==> config.mk <==
export PLATFORM = sky130hd
export DESIGN_NAME = video_timing_gen
export DESIGN_NICKNAME = d
export VERILOG_FILES = /design/src/rtl/video_timing_gen.sv
export SDC_FILE = /design/constraint.sdc
export NUM_CORES = 1
export LEC_CHECK = 0
export BUFFER_PORTS_ARGS = -buffer_cell sky130_fd_sc_hd__buf_2
export CAP_MARGIN = 20
export CORE_MARGIN = 4
export CORE_UTILIZATION = 60
export CTS_CLUSTER_DIAMETER = 50
export CTS_CLUSTER_SIZE = 40
export DETAILED_ROUTE_END_ITERATION = 10
export GPL_TIMING_DRIVEN = 1
export PLACE_DENSITY = 0.9
export SKIP_CTS_REPAIR_TIMING = 1
export SLEW_MARGIN = 40
export SYNTH_ARGS = -nofsm -noshare
export SYNTH_HDL_FRONTEND = slang
export SYNTH_SLANG_ARGS = --single-unit
==> constraint.sdc <==
create_clock -name clk -period 3.4 [get_ports clk]
set_input_delay 0.34 -clock clk [delete_from_list [all_inputs] [get_ports clk]]
set_output_delay 0.34 -clock clk [all_outputs]
set_load 0.005 [all_outputs]
==> src/rtl/video_timing_gen.sv <==
// video_timing_gen: raster timing generator (hs/vs/de + pixel coordinates) for
// the HDMI path, in C64 NTSC or PAL geometry. Counters are re-aligned to the
// upper-left corner of active video by the analyzer's vreset pulse.
//
// Ports:
//   clk      system clock
//   reset_n  asynchronous active-low reset
//   ce       pixel clock enable
//   mode     analyzer mode (1 = PAL, anything else = NTSC geometry)
//   vreset   resync pulse, forces counters to (0,0), sampled every clk
//   hs, vs   active-low syncs (falling edge = start of sync)
//   de       active video
//   hcnt     pixel x, aligned with hs/vs/de
//   vcnt     line y, aligned with hs/vs/de
//   sof      start-of-frame pulse, one clk wide
module video_timing_gen #(
    parameter int unsigned H_ACTIVE      = 384,
    parameter int unsigned HS_START      = 416,
    parameter int unsigned HS_WIDTH      = 32,
    parameter int unsigned NTSC_H_TOTAL  = 520,
    parameter int unsigned PAL_H_TOTAL   = 504,
    parameter int unsigned NTSC_V_TOTAL  = 263,
    parameter int unsigned PAL_V_TOTAL   = 312,
    parameter int unsigned NTSC_V_ACTIVE = 235,
    parameter int unsigned PAL_V_ACTIVE  = 284,
    parameter int unsigned NTSC_VS_START = 245,
    parameter int unsigned PAL_VS_START  = 295,
    parameter int unsigned VS_LINES      = 3
) (
    input  logic       clk,
    input  logic       reset_n,
    input  logic       ce,
    input  logic [1:0] mode,
    input  logic       vreset,
    output logic       hs,
    output logic       vs,
    output logic       de,
    output logic [9:0] hcnt,
    output logic [9:0] vcnt,
    output logic       sof
);

    localparam int unsigned CW = 10;

    localparam logic [CW-1:0] H_ACT      = CW'(H_ACTIVE);
    localparam logic [CW-1:0] HS_BEG     = CW'(HS_START);
    localparam logic [CW-1:0] HS_END     = CW'(HS_START + HS_WIDTH);
    localparam logic [CW-1:0] NTSC_H_LST = CW'(NTSC_H_TOTAL - 1);
    localparam logic [CW-1:0] PAL_H_LST  = CW'(PAL_H_TOTAL - 1);
    localparam logic [CW-1:0] NTSC_V_LST = CW'(NTSC_V_TOTAL - 1);
    localparam logic [CW-1:0] PAL_V_LST  = CW'(PAL_V_TOTAL - 1);
    localparam logic [CW-1:0] NTSC_V_ACT = CW'(NTSC_V_ACTIVE);
    localparam logic [CW-1:0] PAL_V_ACT  = CW'(PAL_V_ACTIVE);
    localparam logic [CW-1:0] NTSC_VS_B  = CW'(NTSC_VS_START);
    localparam logic [CW-1:0] PAL_VS_B   = CW'(PAL_VS_START);
    localparam logic [CW-1:0] NTSC_VS_E  = CW'(NTSC_VS_START + VS_LINES);
    localparam logic [CW-1:0] PAL_VS_E   = CW'(PAL_VS_START + VS_LINES);

    logic [CW-1:0] hc;
    logic [CW-1:0] vc;
    logic          amode;
    logic          at_origin;

    logic [CW-1:0] h_last;
    logic [CW-1:0] v_last;
    logic [CW-1:0] v_act;
    logic [CW-1:0] vs_beg;
    logic [CW-1:0] vs_end;
    logic          h_wrap;
    logic          v_wrap;
    logic          pal_req;
    logic          origin;

    // Geometry of the frame in progress, selected by the latched mode only
    always_comb begin
        h_last = NTSC_H_LST;
        v_last = NTSC_V_LST;
        v_act  = NTSC_V_ACT;
        vs_beg = NTSC_VS_B;
        vs_end = NTSC_VS_E;
        if (amode) begin
            h_last = PAL_H_LST;
            v_last = PAL_V_LST;
            v_act  = PAL_V_ACT;
            vs_beg = PAL_VS_B;
            vs_end = PAL_VS_E;
        end
    end

    assign h_wrap  = (hc == h_last);
    assign v_wrap  = (vc == v_last);
    assign pal_req = (mode == 2'd1);
    assign origin  = (hc == '0) && (vc == '0);

    // Raster counters; vreset wins over increment and wrap
    always_ff @(posedge clk or negedge reset_n) begin
        if (!reset_n) begin
            hc    <= '0;
            vc    <= '0;
            amode <= 1'b0;
        end else if (vreset) begin
            hc    <= '0;
            vc    <= '0;
            amode <= pal_req;
        end else if (ce) begin
            if (h_wrap) begin
                hc <= '0;
                if (v_wrap) begin
                    vc    <= '0;
                    amode <= pal_req;
                end else begin
                    vc <= vc + CW'(1);
                end
            end else begin
                hc <= hc + CW'(1);
            end
        end
    end

    // Output stage, one ce-qualified clk behind the counters.
    // at_origin suppresses repeat sof while a held vreset parks us at (0,0).
    always_ff @(posedge clk or negedge reset_n) begin
        if (!reset_n) begin
            hcnt      <= '0;
            vcnt      <= '0;
            hs        <= 1'b1;
            vs        <= 1'b1;
            de        <= 1'b0;
            sof       <= 1'b0;
            at_origin <= 1'b0;
        end else begin
            sof <= 1'b0;
            if (ce) begin
                hcnt      <= hc;
                vcnt      <= vc;
                de        <= (hc < H_ACT) && (vc < v_act);
                hs        <= !((hc >= HS_BEG) && (hc < HS_END));
                vs        <= !((vc >= vs_beg) && (vc < vs_end));
                sof       <= origin && !at_origin;
                at_origin <= origin;
            end
        end
    end

endmodule
==> impl_metrics.tcl <==
set metrics [dict create \
    rsz0062_at_grt "no" \
    clk_pin_slew_ns 0.09 \
    timing.final.crit_share_pct 72.1 \
    path_cells "inv_2 -> ha_1 -> or4bb_1 -> o41ai_1 -> mux2i_1" \
    vias 1846 \
    reg2reg_from "amode$_DFFE_PN0P_" \
    insertion_delay_ns 0.30 \
    root_buffer "clkbuf_8" \
    p_int_w 0.000724 \
    holdCritPathClass "in -> async" \
    status "completed" \
    clockBufferDepth 2 \
    grt_antenna_before_repair 0 \
    maxSlewHeadroom_pct 57.2 \
    ir_worst_vdd_uv 328 \
    startpoint_type "flop" \
    routabilityCongestion 0.845 \
    whs_ns 0.0226 \
    fmax_mhz 408 \
    leakagePower_nw 1.31 \
    maxCapViolCount 0 \
    die_w_um 71.4 \
    clock-sinks 46 \
    wl_per_cell_um 15.9 \
    syn_area_um2 2410 \
    numCtsBuffers 5 \
    synthFlopType "dfrtp_1" \
    die_h_um 71.4 \
    wl_met3_um 286 \
    top_layer_used "met4" \
    wl_met1_mm 2.08 \
    fillers 281 \
    p_seq_share_pct 59.1 \
    tns_ns 0 \
    finalSetupViolCount 0 \
    grt_max_degree 47 \
    wl_mm 4.80 \
    cp_data_arrival_time_ns 2.67 \
    rrSetupSlack_ns 0.95 \
    power_density_nw_per_um2 357 \
    core_area_um2 3770 \
    critPathMaxFanout 8 \
    path_buf_inv 1 \
    start_util_pct 63.9 \
    syn_nets 244 \
    worstSetupEndpointType "flop" \
    dieArea_um2 5090 \
    drt.antenna.violating_nets 0 \
    finClkSkew_ns 0.00700 \
    drive_above_1_share_pct 25.3 \
    utilization_pct 71.0 \
    p_comb_share_pct 6.8 \
    pin_count 30 \
    port_buffers 29 \
    grt_usage_pct 20.3 \
    overflow 0 \
    cts_tree "yes" \
    post-route-drc-count 0 \
    drv_slew 0 \
    yosysWarnings 0 \
    syn_to_final_growth_pct 11.1 \
    viasPerCell 6.13 \
    worst_path_max_delay_cell "or4bb_1" \
    r2r-end "amode$_DFFE_PN0P_" \
    cp_slowest_stage_delay_ns 0.59 \
    dpl_cell_area_um2 2590 \
    p_total_w 0.000954 \
    first_pass_iters 4 \
    synth_seq_cells 46 \
    swShare_pct 24.1 \
    synth.avg_cell_area_um2 10.8 \
    path_class "reg -> reg" \
    p_clk_share_pct 34.2 \
    synth-edff-count 0 \
    grt_pass1_wl_mm 8.38 \
    rows 22 \
    switching_power_w 0.000230 \
    hold_viol_final 0 \
    dp_hpwl_mm 3.44 \
    drt_iter0_drc 109 \
    syn_inst 223 \
    crit_family "simple AND/OR/NAND/NOR gates" \
    htreeDepth 2 \
    nets 273 \
    synth-seq-area-share_pct 47.9 \
    tightest_slew_ns 0.640 \
    diodes 0 \
    worst-r2r-cell-count 5 \
    route.met2.wl_mm 2.34 \
    fin_area_um2 2680 \
    ys_types 46 \
    layout_min_cycle_time_ns 2.45 \
    async_flop_share_pct 100 \
    grt_pass1_vias 1810 \
    worstPathRequired_ns 3.62 \
]
synth_stat cells (3+ instances only):
library cell | instances | area (um2)
dfrtp_1 | 44 | 1100
nor2_1 | 21 | 78.8
mux2_2 | 18 | 203
ha_1 | 15 | 188
a21oi_1 | 10 | 50.1
inv_1 | 10 | 37.5
nand2_1 | 9 | 33.8
nand3_1 | 9 | 45.0
o21ai_0 | 7 | 35.0
clkbuf_1 | 6 | 22.5
nand4_1 | 6 | 37.5
o21ai_1 | 6 | 30.0
xor2_1 | 6 | 52.6
and3_1 | 5 | 31.3
nand2b_1 | 4 | 25.0
mux2i_1 | 3 | 30.0
o211ai_1 | 3 | 22.5
or4_1 | 3 | 22.5
registers in the layout (all words and copies together) (netlist names):
register,cells
amode,1
at_origin,1
de,1
hc,10
hcnt,10
hs,1
sof,1
vc,10
vcnt,10
vs,1
logic make-up after synthesis:
logic type      count (synthesis)  share of synthesized area [%]
compound gates                 38                           10.1
mux                            21                           9.66
buf+inv                        19                           3.06
xor+xnor                        8                           2.91
fa+ha+maj                      15                           7.79
flops                          46                           47.9
simple gates                   76                           18.6
routing by layer:
layer / track usage (%) / up-vias
met3: 4.35 / 9
met1: 27.0 / 915
met5: 0 / -
met2: 33.4 / 56
met4: 6.47 / 0
li1: - / 866
final cells by class:
type	instances	area, um2	area share, %
flip-flops and latches	46	1150	43.1
multi-input cells	158	1180	44.2
repair buffers	30	155	5.80
well taps	48	60.1	2.24
inverters	11	41.3	1.54
clock inverters	1	7.51	0.281
clock buffers	7	76.3	2.85
metrics by stage:
stage	instances	setup slack, ns
after floorplan	223	1.30
after global placement	293	1.15
after detailed placement	293	1.04
after CTS	301	0.955
after global routing	301	0.841
final	301	0.948
how the worst max path moves through the flow:
stage | startpoint | end | slack, ns | cells past startpoint
floorplan | amode$_DFFE_PN0P_ | amode$_DFFE_PN0P_ | 1.30 | 5
global placement | amode$_DFFE_PN0P_ | vc[6]$_DFFE_PN0P_ | 1.15 | 7
detailed placement | amode$_DFFE_PN0P_ | vc[6]$_DFFE_PN0P_ | 1.04 | 7
CTS | amode$_DFFE_PN0P_ | amode$_DFFE_PN0P_ | 0.95 | 5
global route | amode$_DFFE_PN0P_ | amode$_DFFE_PN0P_ | 0.84 | 5
finish | amode$_DFFE_PN0P_ | amode$_DFFE_PN0P_ | 0.95 | 5
placed cells by master (no fill, tap or decap), types with 6 or more instances in the layout:
cell type  netlist  layout
nand3_1          9       9
o21ai_1          6       6
nand4_1          6       6
dfrtp_1         44      44
nand2_1          9       9
a21oi_1         10      10
mux2_2          18      18
buf_2            2      28
ha_1            15      15
xor2_1           6       6
o21ai_0          7       7
inv_1           10      10
nor2_1          21      21
worst reg2reg max path: cells and delay by family, from the launching register on:
kind	cells	cell delay, ns
adders and majority gates	1	0.36
and+or+nand+nor	1	0.59
AOI/OAI and AO/OA	1	0.48
DFF	1	0.52
buffers and inverters	1	0.15
muxes	1	0.27
power groups by stage:
stage | Combinational [W] | Clock (W) | Sequential, W
after floorplan | 0.0000368 | 0 | 0.000573
after global placement | 0.0000632 | 0 | 0.000574
after detailed placement | 0.0000654 | 0 | 0.000575
after CTS | 0.0000657 | 0.000330 | 0.000564
after global routing | 0.0000740 | 0.000354 | 0.000565
final | 0.0000645 | 0.000326 | 0.000564
Power figures use the tool's default switching activity.
